## src/rtl/alu_sequencer_if.sv

```systemverilog
// Request/response bus between a requester and the ALU sequencer.
// The sequencer uses the slave modport and the requester uses the master modport.
interface alu_sequencer_if;
  logic        start;
  logic [4:0]  opcode;
  logic [31:0] a;
  logic [31:0] b;
  logic        ready;
  logic        done;
  logic [31:0] result_lo;
  logic [31:0] result_hi;
  logic        div_by_zero;
  logic        illegal_op;

  modport master (
    output start, opcode, a, b,
    input  ready, done, result_lo, result_hi, div_by_zero, illegal_op
  );

  modport slave (
    input  start, opcode, a, b,
    output ready, done, result_lo, result_hi, div_by_zero, illegal_op
  );
endinterface

```

## src/rtl/alu_sequencer.sv

```systemverilog
// Sequences one request through an external combinational ALU.
// Flow: latch the operands, drive the ALU, wait the opcode's dwell, then capture the result.
//
// state     | meaning
// ----------+-------------------------------------------------------------
// S_IDLE    | ready=1, waiting for start
// S_LOAD    | drive alu_y/alu_b/alu_opcode from latched request
// S_EXEC    | wait on down-counter (MUL_CYCLES / DIV_CYCLES / 1)
// S_CAPTURE | register alu_z, or zero results and set the fault flag
// S_DONE    | one-cycle done pulse, then back to S_IDLE
module alu_sequencer #(
  parameter int MUL_CYCLES = 4,
  parameter int DIV_CYCLES = 8
) (
  input  logic               clk,
  input  logic               clr,
  alu_sequencer_if.slave     bus,
  output logic [31:0]        alu_y,
  output logic [31:0]        alu_b,
  output logic [4:0]         alu_opcode,
  input  logic [63:0]        alu_z
);

  localparam logic [4:0] OP_MUL = 5'b01111;
  localparam logic [4:0] OP_DIV = 5'b10000;
  localparam logic [4:0] OP_MAX = 5'b10010;
  localparam logic [7:0] MUL_N  = 8'(MUL_CYCLES);
  localparam logic [7:0] DIV_N  = 8'(DIV_CYCLES);

  typedef enum logic [2:0] {
    S_IDLE,
    S_LOAD,
    S_EXEC,
    S_CAPTURE,
    S_DONE
  } state_t;

  state_t      state;
  logic [4:0]  op_q;
  logic [31:0] a_q;
  logic [31:0] b_q;
  logic [7:0]  exec_cnt;
  logic        ready_q;
  logic        done_q;
  logic [31:0] res_lo_q;
  logic [31:0] res_hi_q;
  logic        dbz_q;
  logic        ill_q;

  logic        op_illegal;
  logic        op_div_zero;
  logic [7:0]  exec_len;

  assign op_illegal  = (op_q > OP_MAX);
  assign op_div_zero = (op_q == OP_DIV) && (b_q == 32'd0);
  assign exec_len    = (op_q == OP_MUL) ? MUL_N :
                       (op_q == OP_DIV) ? DIV_N : 8'd1;

  always_ff @(posedge clk or negedge clr) begin
    if (!clr) begin
      state      <= S_IDLE;
      ready_q    <= 1'b1;
      done_q     <= 1'b0;
      op_q       <= 5'd0;
      a_q        <= 32'd0;
      b_q        <= 32'd0;
      exec_cnt   <= 8'd0;
      res_lo_q   <= 32'd0;
      res_hi_q   <= 32'd0;
      dbz_q      <= 1'b0;
      ill_q      <= 1'b0;
      alu_y      <= 32'd0;
      alu_b      <= 32'd0;
      alu_opcode <= 5'd0;
    end else begin
      case (state)
        S_IDLE: begin
          if (bus.start) begin
            op_q    <= bus.opcode;
            a_q     <= bus.a;
            b_q     <= bus.b;
            dbz_q   <= 1'b0;
            ill_q   <= 1'b0;
            ready_q <= 1'b0;
            state   <= S_LOAD;
          end
        end
        S_LOAD: begin
          alu_y      <= a_q;
          alu_b      <= b_q;
          alu_opcode <= op_q;
          if (op_illegal || op_div_zero) begin
            state <= S_CAPTURE;
          end else begin
            exec_cnt <= exec_len;
            state    <= S_EXEC;
          end
        end
        S_EXEC: begin
          // Terminal count at 1 so a dwell of N spends exactly N cycles here.
          if (exec_cnt <= 8'd1) begin
            exec_cnt <= 8'd0;
            state    <= S_CAPTURE;
          end else begin
            exec_cnt <= exec_cnt - 8'd1;
          end
        end
        S_CAPTURE: begin
          if (op_div_zero) begin
            res_lo_q <= 32'd0;
            res_hi_q <= 32'd0;
            dbz_q    <= 1'b1;
          end else if (op_illegal) begin
            res_lo_q <= 32'd0;
            res_hi_q <= 32'd0;
            ill_q    <= 1'b1;
          end else begin
            res_lo_q <= alu_z[31:0];
            res_hi_q <= alu_z[63:32];
          end
          done_q <= 1'b1;
          state  <= S_DONE;
        end
        S_DONE: begin
          done_q  <= 1'b0;
          ready_q <= 1'b1;
          state   <= S_IDLE;
        end
        default: begin
          done_q  <= 1'b0;
          ready_q <= 1'b1;
          state   <= S_IDLE;
        end
      endcase
    end
  end

  assign bus.ready       = ready_q;
  assign bus.done        = done_q;
  assign bus.result_lo   = res_lo_q;
  assign bus.result_hi   = res_hi_q;
  assign bus.div_by_zero = dbz_q;
  assign bus.illegal_op  = ill_q;

endmodule

```

## src/flat_wrapper.sv

```systemverilog
// flat-port wrapper written by rule: the top's interface ports become plain ports
module alu_sequencer_flat 
#(
  parameter int MUL_CYCLES = 4,
  parameter int DIV_CYCLES = 8
)
  (clk, clr, alu_y, alu_b, alu_opcode, alu_z, bus_start, bus_opcode, bus_a, bus_b, bus_ready, bus_done, bus_result_lo, bus_result_hi, bus_div_by_zero, bus_illegal_op);
  alu_sequencer_if bus_i ();
  input  logic clk;
  input  logic clr;
  output logic [31:0] alu_y;
  output logic [31:0] alu_b;
  output logic [4:0] alu_opcode;
  input  logic [63:0] alu_z;
  input wire logic [$bits(bus_i.start)-1:0] bus_start;
  input wire logic [$bits(bus_i.opcode)-1:0] bus_opcode;
  input wire logic [$bits(bus_i.a)-1:0] bus_a;
  input wire logic [$bits(bus_i.b)-1:0] bus_b;
  output wire logic [$bits(bus_i.ready)-1:0] bus_ready;
  output wire logic [$bits(bus_i.done)-1:0] bus_done;
  output wire logic [$bits(bus_i.result_lo)-1:0] bus_result_lo;
  output wire logic [$bits(bus_i.result_hi)-1:0] bus_result_hi;
  output wire logic [$bits(bus_i.div_by_zero)-1:0] bus_div_by_zero;
  output wire logic [$bits(bus_i.illegal_op)-1:0] bus_illegal_op;
  assign bus_i.start = bus_start;
  assign bus_i.opcode = bus_opcode;
  assign bus_i.a = bus_a;
  assign bus_i.b = bus_b;
  assign bus_ready = bus_i.ready;
  assign bus_done = bus_i.done;
  assign bus_result_lo = bus_i.result_lo;
  assign bus_result_hi = bus_i.result_hi;
  assign bus_div_by_zero = bus_i.div_by_zero;
  assign bus_illegal_op = bus_i.illegal_op;
  alu_sequencer #(.MUL_CYCLES(MUL_CYCLES), .DIV_CYCLES(DIV_CYCLES)) u_core (.clk(clk), .clr(clr), .bus(bus_i), .alu_y(alu_y), .alu_b(alu_b), .alu_opcode(alu_opcode), .alu_z(alu_z));
endmodule
```

## config.mk

```make
export PLATFORM = sky130hd
export DESIGN_NAME = alu_sequencer_flat
export DESIGN_NICKNAME = d
export VERILOG_FILES = /design/src/rtl/alu_sequencer_if.sv /design/src/rtl/alu_sequencer.sv /design/src/flat_wrapper.sv
export SDC_FILE = /design/constraint.sdc
export NUM_CORES = 1
export LEC_CHECK = 0
export BUFFER_PORTS_ARGS = -buffer_cell sky130_fd_sc_hd__buf_2
export CAP_MARGIN = 15
export CORE_MARGIN = 2
export CORE_UTILIZATION = 50
export DETAILED_ROUTE_END_ITERATION = 12
export PLACE_DENSITY = 0.89
export SLEW_MARGIN = 20
export SYNTH_ARGS = -nofsm -noshare
export SYNTH_HDL_FRONTEND = slang
export SYNTH_SLANG_ARGS = --single-unit
```

## constraint.sdc

```tcl
create_clock -name clk -period 2.1 [get_ports clk]
set_input_delay 0.105 -clock clk [delete_from_list [all_inputs] [get_ports clk]]
set_output_delay 0.105 -clock clk [all_outputs]
set_load 0.05 [all_outputs]
```

==> metrics.cfg <==
[clock_tree]
cts.sinks = 217
cts_tree = yes
clkLatencyLatePin_ns = 0.51
cts_made_buffers = 23
cts_buffer_depth = 3
cts-root-buf = clkbuf_16
clkTransAtPathRegs_ns = 0.06
htree_levels = 1
cts_setup_buffers = 0

[critical_path]
arrival_ns = 2.38
required_ns = 2.48
worstReg2RegEnd = u_core.bus.result_hi[19]
reg2reg_depth = 6
cp-start-kind = flip-flop
reg2reg_slack_ns = 0.10
endpoint_kind = flip-flop
crit_type = reg -> reg
worstPathMaxFanout = 64
r2r_start = u_core.b_q[2]

[yosys]
ys_seq_area_frac = 0.657
avgSynthCellArea_um2 = 12.2
ys_warn_count = 0
synth_compound_area_frac = 0.0913
synth_fa_ha_area_frac = 0.00303
synth-simple-area-share = 0.126
synth_flop_cell = dfrtp_1
syn_nets = 816
ys_ff_latch = 217
syn-cell-area_mm2 = 0.00827
synth-edff-count = 0
yosysUniqueCellTypes = 40
syn_inst = 678
synthXorXnorAreaFrac = 0
synth.mux.area_fraction = 0.0952
async_reset_ff_frac = 1.00
synth_top_family_by_area = simple AND/OR/NAND/NOR gates

[timing]
tightest_slew_ns = 0.619
hold_viol = 0
rsz0062_at_grt = no
period_share = 0.952
post-route-min-period_ns = 2.00
slew_violations = 0
setup_viol = 0
fin_setup_tns_ns = 0
max_slew_margin = 0.587
finClkSkew_ns = 0.0165
clock.fmax_ghz = 0.500

[detailed_routing]
post-route-drc-count = 0
routed_via_density = 5.30
ant_nets = 0
drt_iter0_drc = 385
routed-via-count = 7022
drt_pre_antenna_iters = 5
wl_per_cell_um = 19.2
wl_mm = 25.5

[floorplanning]
die_y_um = 133
rows = 47
start_util = 0.506
die-area_mm2 = 0.0176
num_io_pins = 273
die_w_um = 133
core-area_mm2 = 0.0163

[placement]
dp_hpwl_mm = 15.0
port_buffers = 272
dp.cells = 1149
routabilityCongestion = 0.838

[pwr]
switchingPower_w = 0.0100
power_density_mw_per_mm2 = 1790
p_leak_nw = 6.13
power_frac_comb = 0.477
p_seq_frac = 0.347
switching_share = 0.468
power_frac_clock = 0.176
irDropWorstVdd_mv = 0.917
p_int_w = 0.0114

[finish]
fillers = 1042
layout-drive-gt1-share = 0.363
fin_cells = 1324
fin_nets = 1227
final_core_util = 0.735
area_growth_pct = 45.3
antenna_cells = 0

[outcome]
status = completed

[grt]
gr-total-overflow = 0
grt_pass1_wl_mm = 40.4
antenna_found_initial = 0
grt_start_max_net_pins = 79
grtUsageTotal = 0.290
grt_pass1_vias = 7395

[run]
drv_cap = 0

[hold_path]
hold_path_class = in -> async

-- synthesized netlist by cell type (all sizes together) (2+ instances only) --
library cell    n  area (um2)
nand2         216         811
nor3            6        52.6
o22ai           3        18.8
and2            2        12.5
ha              2        25.0
a22o           64         561
dfrtp         216        5410
buf            22         141
clkbuf         16        60.1
nor4            9        56.3
o21ai           3        15.0
nand4           3        18.8
a211oi          2        15.0
inv             6        22.5
nand2b          2        12.5
a21oi           5        25.0
nor2            9        33.8
a31oi           4        25.0
mux2           69         777
nor2b           3        18.8
-- worst max-delay path, cell delays in order, from the launching register on --
cell and delay, ns:
dfrtp_1 0.41, nor4_1 0.40, nand4_1 0.24, nor3_4 0.24, nor3_4 0.08, buf_12 0.21, a22o_1 0.25
-- power by group through the flow --
stage / sequential, W / combinational, W / clock (W)
2_1_floorplan: 0.0111 / 0.00347 / 0
3_3_place_gp: 0.00729 / 0.00962 / 0
3_5_place_dp: 0.00736 / 0.00990 / 0
4_1_cts: 0.00734 / 0.0101 / 0.00381
5_1_grt: 0.00767 / 0.0108 / 0.00399
6_report: 0.00745 / 0.0102 / 0.00378
-- cell type report --
| cell class | count | area [um2] | area share |
|---|---|---|---|
| Clock buffer | 34 | 657 | 0.0547 |
| Sequential cell | 217 | 5430 | 0.452 |
| Multi-Input combinational cell | 417 | 2640 | 0.219 |
| Clock inverter | 6 | 36.3 | 0.00302 |
| Inverter | 6 | 22.5 | 0.00188 |
| Timing Repair Buffer | 424 | 2950 | 0.246 |
| Tap cell | 220 | 275 | 0.0229 |
-- timing repair --
| item | CTS | global route |
|---|---|---|
| endpoints found under the setup margin | 0 | 11 |
| hold endpoints to repair | 208 | 0 |
| hold buffers | 135 | 0 |
| resized for setup | 0 | 1 |
-- worst max path at each step --
stage / endpoint / startpoint / cells after the start / slack, ns
after global routing: u_core.bus.result_hi[19] / u_core.b_q[17] / 6 / 0.05
after floorplan: u_core.bus.result_hi[20] / u_core.op_q[3] / 6 / 0.41
final: u_core.bus.result_hi[19] / u_core.b_q[2] / 6 / 0.10
after CTS: u_core.bus.result_hi[20] / u_core.b_q[17] / 6 / 0.13
after global placement: u_core.bus.result_lo[15] / u_core.b_q[17] / 6 / 0.22
after detailed placement: u_core.bus.result_hi[19] / u_core.b_q[17] / 6 / 0.16
-- cell usage in the layout, fill, tap and decap left out, types with 8 or more instances in the layout --
cell and count:
nor4_1 8, nor2_1 8, mux2_2 69, a22o_1 64, buf_2 271, buf_12 8
dfrtp_1 216, buf_4 9, nand2_1 216, clkbuf_16 23, dlygate4sd3_1 135
-- per-stage QoR --
stage,instance area (um2),total power [W],setup WS [ns],hold WS [ns]
floorplan,8270,0.0146,0.408,-0.191
global placement,9960,0.0169,0.221,0.122
detailed placement,9960,0.0173,0.164,0.125
CTS,12000,0.0213,0.129,0.204
global route,12000,0.0225,0.0548,0.236
finish,12000,0.0215,0.101,0.182
-- sequential cells by signal, indices dropped and copies added, names as in the netlist, 5 cells and up --
signal,cells
u_core.a_q,32
u_core.bus.result_lo,32
u_core.alu_b,32
u_core.op_q,5
u_core.alu_y,32
u_core.b_q,32
u_core.bus.result_hi,32
u_core.exec_cnt,8
u_core.alu_opcode,5
-- logic make-up (layout without fill, tap and decap cells) --
family,after synthesis,in the layout
buf+inv,44,470
simple gates,253,253
fa+ha+maj,2,2
compound gates,92,92
mux,70,70
flops,217,217
-- per-layer routing --
metal / vias to the layer above / share of wire / wire length (um) / track usage
met4: 0 / 0.036 / 906 / 0.0944
met3: 64 / 0.073 / 1860 / 0.0678
li1: 3133 / - / - / -
met2: 336 / 0.50 / 12800 / 0.503
met5: - / 0 / 0 / 0
met1: 3489 / 0.39 / 9880 / 0.360
No activity file was read; power rests on OpenSTA's default activity.
